**src/rtl/ram8_ctrl.sv**
```systemverilog
// ram8_ctrl: request/response controller that owns the port of one RAM8
// (8 x 16-bit words, clocked write, combinational read of the addressed word).
//
// Ports:
//   clk, reset            single clock, synchronous active-high reset
//   req_valid/req_ready   command handshake; req_op 00 read, 01 write,
//                         10 clear-all, 11 reserved; req_addr, req_wdata
//   rsp_valid/rsp_ready   response handshake; rsp_data, rsp_err
//   mem_in, mem_addr,     drive RAM8 in/addr/write
//   mem_write
//   mem_out               RAM8 read data
//
// Each accepted command produces exactly one response. A clear writes
// CLEAR_VALUE to addresses 0..7 over eight consecutive cycles.
module ram8_ctrl #(
    parameter logic [15:0] CLEAR_VALUE = 16'h0000
) (
    input  logic        clk,
    input  logic        reset,
    input  logic        req_valid,
    output logic        req_ready,
    input  logic [1:0]  req_op,
    input  logic [2:0]  req_addr,
    input  logic [15:0] req_wdata,
    output logic        rsp_valid,
    input  logic        rsp_ready,
    output logic [15:0] rsp_data,
    output logic        rsp_err,
    output logic [15:0] mem_in,
    output logic [2:0]  mem_addr,
    output logic        mem_write,
    input  logic [15:0] mem_out
);

    localparam logic [1:0] OP_READ  = 2'b00;
    localparam logic [1:0] OP_WRITE = 2'b01;
    localparam logic [1:0] OP_CLEAR = 2'b10;

    typedef enum logic [1:0] {StIdle, StAccess, StClear, StResp} state_t;

    state_t      r_state;
    state_t      w_state_next;
    logic [1:0]  r_op;
    logic [2:0]  r_cnt;
    logic [2:0]  r_mem_addr;
    logic [15:0] r_mem_in;
    logic [15:0] r_rsp_data;
    logic        r_rsp_err;
    logic        w_write_raw;

    // State register
    always_ff @(posedge clk) begin
        if (reset) begin
            r_state <= StIdle;
        end else begin
            r_state <= w_state_next;
        end
    end

    // Next-state logic
    always_comb begin
        w_state_next = r_state;
        case (r_state)
            StIdle: begin
                if (req_valid) begin
                    w_state_next = (req_op == OP_CLEAR) ? StClear : StAccess;
                end
            end
            StAccess: w_state_next = StResp;
            // Exit on the last address so the 3-bit wrap never yields a 9th write.
            StClear: begin
                if (r_cnt == 3'd7) begin
                    w_state_next = StResp;
                end
            end
            StResp: begin
                if (rsp_ready) begin
                    w_state_next = StIdle;
                end
            end
            default: w_state_next = StIdle;
        endcase
    end

    // Outputs: decoded from state or taken straight from registers
    always_comb begin
        req_ready   = (r_state == StIdle);
        rsp_valid   = (r_state == StResp);
        w_write_raw = ((r_state == StAccess) && (r_op == OP_WRITE)) || (r_state == StClear);
        // Reset gates the strobe so an aborted sequence cannot write in the reset cycle.
        mem_write   = w_write_raw & ~reset;
        mem_addr    = r_mem_addr;
        mem_in      = r_mem_in;
        rsp_data    = r_rsp_data;
        rsp_err     = r_rsp_err;
    end

    // Datapath registers: latched command, clear counter, memory drive, response
    always_ff @(posedge clk) begin
        if (reset) begin
            r_op       <= OP_READ;
            r_cnt      <= 3'd0;
            r_mem_addr <= 3'd0;
            r_mem_in   <= 16'h0000;
            r_rsp_data <= 16'h0000;
            r_rsp_err  <= 1'b0;
        end else begin
            case (r_state)
                StIdle: begin
                    if (req_valid) begin
                        r_op <= req_op;
                        if (req_op == OP_CLEAR) begin
                            r_cnt      <= 3'd0;
                            r_mem_addr <= 3'd0;
                            r_mem_in   <= CLEAR_VALUE;
                        end else begin
                            r_mem_addr <= req_addr;
                            r_mem_in   <= req_wdata;
                        end
                    end
                end
                StAccess: begin
                    case (r_op)
                        OP_READ: begin
                            r_rsp_data <= mem_out;
                            r_rsp_err  <= 1'b0;
                        end
                        OP_WRITE: begin
                            r_rsp_data <= r_mem_in;
                            r_rsp_err  <= 1'b0;
                        end
                        default: begin
                            r_rsp_data <= 16'h0000;
                            r_rsp_err  <= 1'b1;
                        end
                    endcase
                end
                StClear: begin
                    r_cnt <= r_cnt + 3'd1;
                    if (r_cnt == 3'd7) begin
                        // Leave mem_addr at 7 so it holds its last driven value.
                        r_rsp_data <= CLEAR_VALUE;
                        r_rsp_err  <= 1'b0;
                    end else begin
                        r_mem_addr <= r_cnt + 3'd1;
                    end
                end
                default: ;
            endcase
        end
    end

endmodule

```
**config.mk**
```make
export PLATFORM = sky130hd
export DESIGN_NAME = ram8_ctrl
export DESIGN_NICKNAME = d
export VERILOG_FILES = /design/src/rtl/ram8_ctrl.sv
export SDC_FILE = /design/constraint.sdc
export NUM_CORES = 1
export LEC_CHECK = 0
export CAP_MARGIN = 25
export CORE_ASPECT_RATIO = 1.5
export CORE_MARGIN = 3
export CORE_UTILIZATION = 40
export CTS_CLUSTER_DIAMETER = 40
export DETAILED_ROUTE_END_ITERATION = 16
export PLACE_DENSITY_LB_ADDON = 0.2
export SLEW_MARGIN = 20
export SYNTH_ARGS = -nofsm -noshare
export SYNTH_HDL_FRONTEND = slang
export SYNTH_SLANG_ARGS = --single-unit
```
**constraint.sdc**
```tcl
create_clock -name clk -period 1.46 [get_ports clk]
set_input_delay 0.146 -clock clk [delete_from_list [all_inputs] [get_ports clk]]
set_output_delay 0.146 -clock clk [all_outputs]
set_load 0.005 [all_outputs]
```
**After elaboration in Yosys (flattened, before gate mapping)**

Index checks and enable logic that the tools add are counted.

- Add/sub/neg operators: 1
- Equal/unequal tests: 11
- Mux-type cells: 19
- Bitwise logic cells: 2
- Reductions and logical operators: 12

Operator list:

| operator | number |
|---|---|
| $pmux W16 S2 | 2 |
| $mux W16 | 2 |
| $mux W3 | 5 |
| $pmux W3 S2 | 2 |
| $reduce_and A3 Y1 | 3 |
| $mux W2 | 4 |
| $pmux W2 S4 | 1 |
| $eq A2 B2 Y1 const B | 3 |
| $ne A2 B1 Y1 const B | 3 |
| $eq A2 B1 Y1 const B | 2 |
| $logic_not A2 Y1 | 2 |
| $ne A2 B2 Y1 const B | 2 |
| $reduce_and A2 Y1 | 2 |
| $reduce_bool A2 Y1 | 2 |
| $add A3 B1 Y3 const B | 1 |
| $eq A3 B3 Y1 const B | 1 |
| $mux W1 | 2 |
| $pmux W1 S2 | 1 |
| $reduce_or A2 Y1 | 1 |
| $and A1 B1 Y1 | 1 |
| $logic_and A1 B1 Y1 | 1 |
| $logic_or A1 B1 Y1 | 1 |
| $not A1 Y1 | 1 |

- Bits in registers: 43
- Output and inout bits: 39

**Logic depth before layout (Yosys ltp)**

- Depth in word-level cells: 4
- Mapped depth: 8
- Gate-level depth less buffers: 5

**Least setup slack after synthesis**

OpenSTA, ideal clock, no wires.

- Kind: reg2reg
- Start: register r_state[0]
- End: register r_state[0]
- Data arrival time: 1.413 ns
- Data required time: 1.337 ns
- Path slack: -0.076 ns
- Stages on the path, launching flop included: 7
- Period minus slack after synthesis: 1.536 ns
- Path through: dfxtp_1 -> inv_1 -> ha_1 -> buf_6 -> nor2b_1 -> nor3_1 -> mux2_1

- Cells in the longest elaborated chain, start to end: 3

RTL lines:

| element | RTL line | source |
|---|---|---|
| start: declaration | 41 | `state_t r_state;` |
| start signal: assignment | 54 | `r_state <= StIdle;` |
| start signal: assignment | 56 | `r_state <= w_state_next;` |
| $logic_not A2 Y1 (*) | -- |  |
| named net req_ready | 21 | `output logic req_ready,` |
| $ne A2 B2 Y1 (no source line) | -- |  |
| $reduce_and A3 Y1 (no source line) | -- |  |

Mark *: on every way through the listed nets, which the timed path passes. The rest lies on a longest branch.
A chain may end at the register's enable or synchronous reset.

**Final worst setup path**

- Start: register r_state[1]
- End: register r_mem_addr[0], in the netlist mem_addr[0]

- Cells in the longest elaborated chain, start to end: 3

RTL lines:

| element | RTL line | source |
|---|---|---|
| $eq A2 B2 Y1 or $logic_not A2 Y1 (tied branches) | 108 | `case (r_state)` |
| $ne A2 B2 Y1 (no source line) or $reduce_bool A2 Y1 (tied branches) | -- |  |
| $reduce_and A3 Y1 (no source line) | -- |  |
| end signal: assignment | 117 | `r_mem_addr <= req_addr;` |
| end signal: assignment | 145 | `r_mem_addr <= r_cnt + 3'd1;` |
| end: declaration | 45 | `logic [2:0] r_mem_addr;` |

Several ways; a longest one is shown, not always the timed one.

==> tab_implementation.tex <==
\begin{tabular}{lr}
\hline
Metric & Value \\
\hline
\multicolumn{2}{l}{\textbf{Setup path}} \\
WS Path Type & reg2reg \\
Element type at the critical path start & register \\
Critical path capture point type & register \\
Crit path buf inv count & 2 \\
Max FO, Critical Path & 6 \\
Data required time of the critical path & 1.68 ns \\
Most numerous cell on the critical path & sky130\_fd\_sc\_hd\_\_buf\_6 \\
Endpoint arrival time on the critical path & roughly 1.7 ns \\
Slowest stage cell, crit path & sky130\_fd\_sc\_hd\_\_dfxtp\_2 \\
Reg-to-reg slack, setup & 0.02 ns \\
CP Cell Sequence & buf\_6 > ha\_4 > buf\_6 > or2\_4 > and3\_4 > a211oi\_2 \\
Cell class contributing the biggest share of worst-path delay & simple AND/OR/NAND/NOR gates \\
Delay of the slowest cell on the worst path & 0.34 ns \\
\multicolumn{2}{l}{\textbf{Floorplanning}} \\
Vertical extent of the die & 95.05 µm \\
DIE AREA & 6213 µm² \\
Total core area & 4965 µm² \\
Rows & 31 \\
Starting Density & 42.59\% \\
Width of the die & between 60 and 70 µm \\
Count of pins on the block boundary & 80 \\
\multicolumn{2}{l}{\textbf{Synthesis}} \\
Post-synthesis register bit count & between 40 and 50 \\
Proportion of netlist area held by the largest area contributor & $\sim$41\% \\
Average footprint of a synthesized cell & 9.700 µm² \\
Share of the synthesized netlist area taken by xor and xnor gates & 0\% \\
Cell count after synthesis & 218 \\
Mux contribution to synthesized area & between 10\% and 20\% \\
Net count after synthesis & 265 \\
Portion of the post-synthesis area used by sequential elements & 40.71\% \\
Synth Cell Area & 2115 µm² \\
Number of distinct library cells after synthesis & 37 \\
Library cell with the largest summed area after synthesis & sky130\_fd\_sc\_hd\_\_dfxtp\_1 \\
Combinational family with the most area after synthesis & simple AND/OR/NAND/NOR gates \\
Warning count from the yosys run & 0 \\
Complex-gate fraction of the synthesized area & 19.35\% \\
Top post-synthesis cells by area & sky130\_fd\_sc\_hd\_\_dfxtp\_1 41\%, sky130\_fd\_sc\_hd\_\_mux2\_2 8.5\%, sky130\_fd\_sc\_hd\_\_a22oi\_2 5.9\% \\
Adder-cell area share of the yosys netlist & under 10\% \\
Post-synthesis simple-gate area fraction & 19.88\% \\
\multicolumn{2}{l}{\textbf{GRT}} \\
Total routing resource utilization after global routing & 19.30\% \\
Wire length of the first global-routing pass & just over 9 mm \\
GRT overflow & 0 \\
Maximum number of pins on one net before global-route repair & 27 \\
Number of global-route vias before repair & 1,978 \\
Number of antenna violations at the first check in global routing & 0 \\
\multicolumn{2}{l}{\textbf{Status}} \\
Outcome & finished, final reports clean \\
\multicolumn{2}{l}{\textbf{Routing}} \\
Sum of routed wire length over all layers & approximately 5.8 mm \\
Number of remaining DRC errors & 0 \\
Length of the first detailed-routing pass in iterations & 4 \\
Number of design-rule violations left by the first detailed-router iteration & 147 \\
Via Count & around 2,000 \\
Count of nets left with antenna violations after detail routing & 0 \\
Average wire length per cell after detail routing & 15.35 µm \\
Via/cell ratio & 5.215 \\
\multicolumn{2}{l}{\textbf{Clock network}} \\
Sink count of the clock tree & between 40 and 50 \\
Clock transition at the register clock pins on the worst setup and hold paths after CTS & 0.08 ns \\
Clock latency of the later-clocked register in the worst-skew pair & 0.29 ns \\
Longest Clk Path Bufs & 2 \\
Library cell used as clock root buffer & sky130\_fd\_sc\_hd\_\_clkbuf\_8 \\
CTS tree & yes \\
Number of buffers created by CTS & 5 \\
H-tree depth reported by CTS & 2 \\
\multicolumn{2}{l}{\textbf{Layout}} \\
Most frequent cells in the layout & 75 x sky130\_fd\_sc\_hd\_\_clkdlybuf4s50\_1, 41 x sky130\_fd\_sc\_hd\_\_dfxtp\_1, 24 x sky130\_fd\_sc\_hd\_\_nand2\_1, 20 x sky130\_fd\_sc\_hd\_\_a21oi\_1, 18 x sky130\_fd\_sc\_hd\_\_nand3\_1 \\
Share of layout cells above drive strength 1 & 29.35\% \\
Most common cell after layout, fill and taps aside & sky130\_fd\_sc\_hd\_\_clkdlybuf4s50\_1 \\
Area added between synthesis and finish & 54.97\% \\
Nets@finish & 356 \\
Utilization after layout & 66.00\% \\
\# diodes & 0 \\
\multicolumn{2}{l}{\textbf{STA}} \\
Number of hold-slack violations in the final timing report & 0 \\
Fin Clk Skew & 0.005305 ns \\
Pin slew with the least headroom to its limit & roughly 0.34 ns \\
Final worst path period need & approximately 1.4 ns \\
Highest attainable clock frequency & 693.7 MHz \\
Relative slew margins & 77.34\% \\
Number of max-slew violations in the final report & 0 \\
Setup violation total in the final timing report & 0 \\
Setup TNS & 0 ns \\
Smallest hold slack & between 0.2 and 0.3 ns \\
Share of the clock period used by the worst path after layout & 98.74\% \\
RSZ-0062 raised after global routing & yes \\
\multicolumn{2}{l}{\textbf{Min path}} \\
Hold Crit Class & in2reg \\
\multicolumn{2}{l}{\textbf{Pwr}} \\
Worst supply voltage drop on vdd & between 0.0008 and 0.0009 V \\
Total leakage power & roughly 1.2 nW \\
PD cells & 1469 nW/µm² \\
\multicolumn{2}{l}{\textbf{Place}} \\
Detailed-placement wirelength estimate & 4.075 mm \\
Routability-driven placement congestion ratio & 0.8126 \\
Input/output buffers & between 70 and 80 \\
\multicolumn{2}{l}{\textbf{Flow run}} \\
Max Cap Violations & 0 \\
\hline
\end{tabular}
worst reg2reg max path: stages, from the launching register on:
cell and delay (ns):
sky130_fd_sc_hd__dfxtp_2 0.34, sky130_fd_sc_hd__buf_6 0.11, sky130_fd_sc_hd__ha_4 0.18, sky130_fd_sc_hd__buf_6 0.12, sky130_fd_sc_hd__or2_4 0.25, sky130_fd_sc_hd__and3_4 0.17, sky130_fd_sc_hd__a211oi_2 0.19
registers in the layout, indices dropped and copies added, names as in the netlist:
| signal | flops |
|---|---|
| r_op | 2 |
| mem_in | 16 |
| r_state | 2 |
| rsp_data | 16 |
| r_cnt | 3 |
| mem_addr | 3 |
| rsp_err | 1 |
synth_stat cells, drive strengths merged:
library cell and number:
and3 1, nand4b 1, nor3 1, nor2 18
clkbuf 5, dfxtp 43, buf 11, inv 4
nor2b 4, a21o 1, a211oi 2, a31o 2
nor3b 1, a31oi 5, o31ai 1, nand2b 4
a32oi 1, nand2 24, and2 2, mux2 17
mux2i 1, a22oi 16, nand3 18, a21oi 21
o211a 1, or2 1, ha 6, a311oi 1
and4 2, a2111o 1, nand3b 2
cell type report:
cell class,instances,area (µm²)
fill,433,1688
multi-input combinational,155,1220
timing repair buffer,100,1006
sequential,43,865.8
tap,66,82.58
clock buffer,6,72.57
inverter,4,17.52
clock inverter,2,12.51
power by group:
| part | total, mW | switching (mW) | leakage [nW] | internal, mW |
|---|---|---|---|---|
| clock network | 0.744 | 0.410 | 0.0412 | 0.335 |
| logic | 2.50 | 1.09 | 0.803 | 1.41 |
| registers | 1.57 | 0.167 | 0.352 | 1.41 |
logic make-up (layout without fill, tap and decap cells):
family,count (synthesis),in the layout
buf+inv,20,112
fa+ha+maj,6,6
simple gates,79,79
compound gates,52,52
mux,18,18
flops,43,43
path summary, 6_finish.rpt:
path	from	to	cells past startpoint
worst max register to register	r_state[1]	mem_addr[0]	6
worst min-delay path	reset	r_cnt[0]	3
worst min register to register	mem_in[4]	mem_in[4]	2
worst max-delay path	r_state[1]	mem_addr[0]	6
metrics by stage:
step / instance area, µm² / std cells / setup WS (ns) / total power [mW]
2_1_floorplan: 2123 / 218 / 0.005894 / 2.881
3_3_place_gp: 3077 / 366 / -0.02327 / 3.833
3_5_place_dp: 3077 / 366 / -0.04846 / 3.860
4_1_cts: 3227 / 375 / -0.03933 / 4.707
5_1_grt: 3277 / 376 / -0.03399 / 5.102
6_report: 3277 / 376 / 0.01837 / 4.814
layer usage:
metal / up-vias / global-route usage (%) / part of all wire (%) / wire length, µm
met3: 9 / 5.307 / 6.5 / 376
met2: 65 / 33.05 / 52 / 3000
met5: - / 0 / 0 / 0
met4: 0 / 8.304 / 1.8 / 102
met1: 933 / 22.34 / 40 / 2292
li1: 954 / - / - / -
what timing repair did:
item / in CTS / in global routing
pin swaps: 4 / 3
endpoints found under the setup margin: 8 / 20
gates resized for setup: 19 / 10
setup buffers: 2 / 1
hold buffers: 0 / 0
No activity file was read; power rests on OpenSTA's default activity.
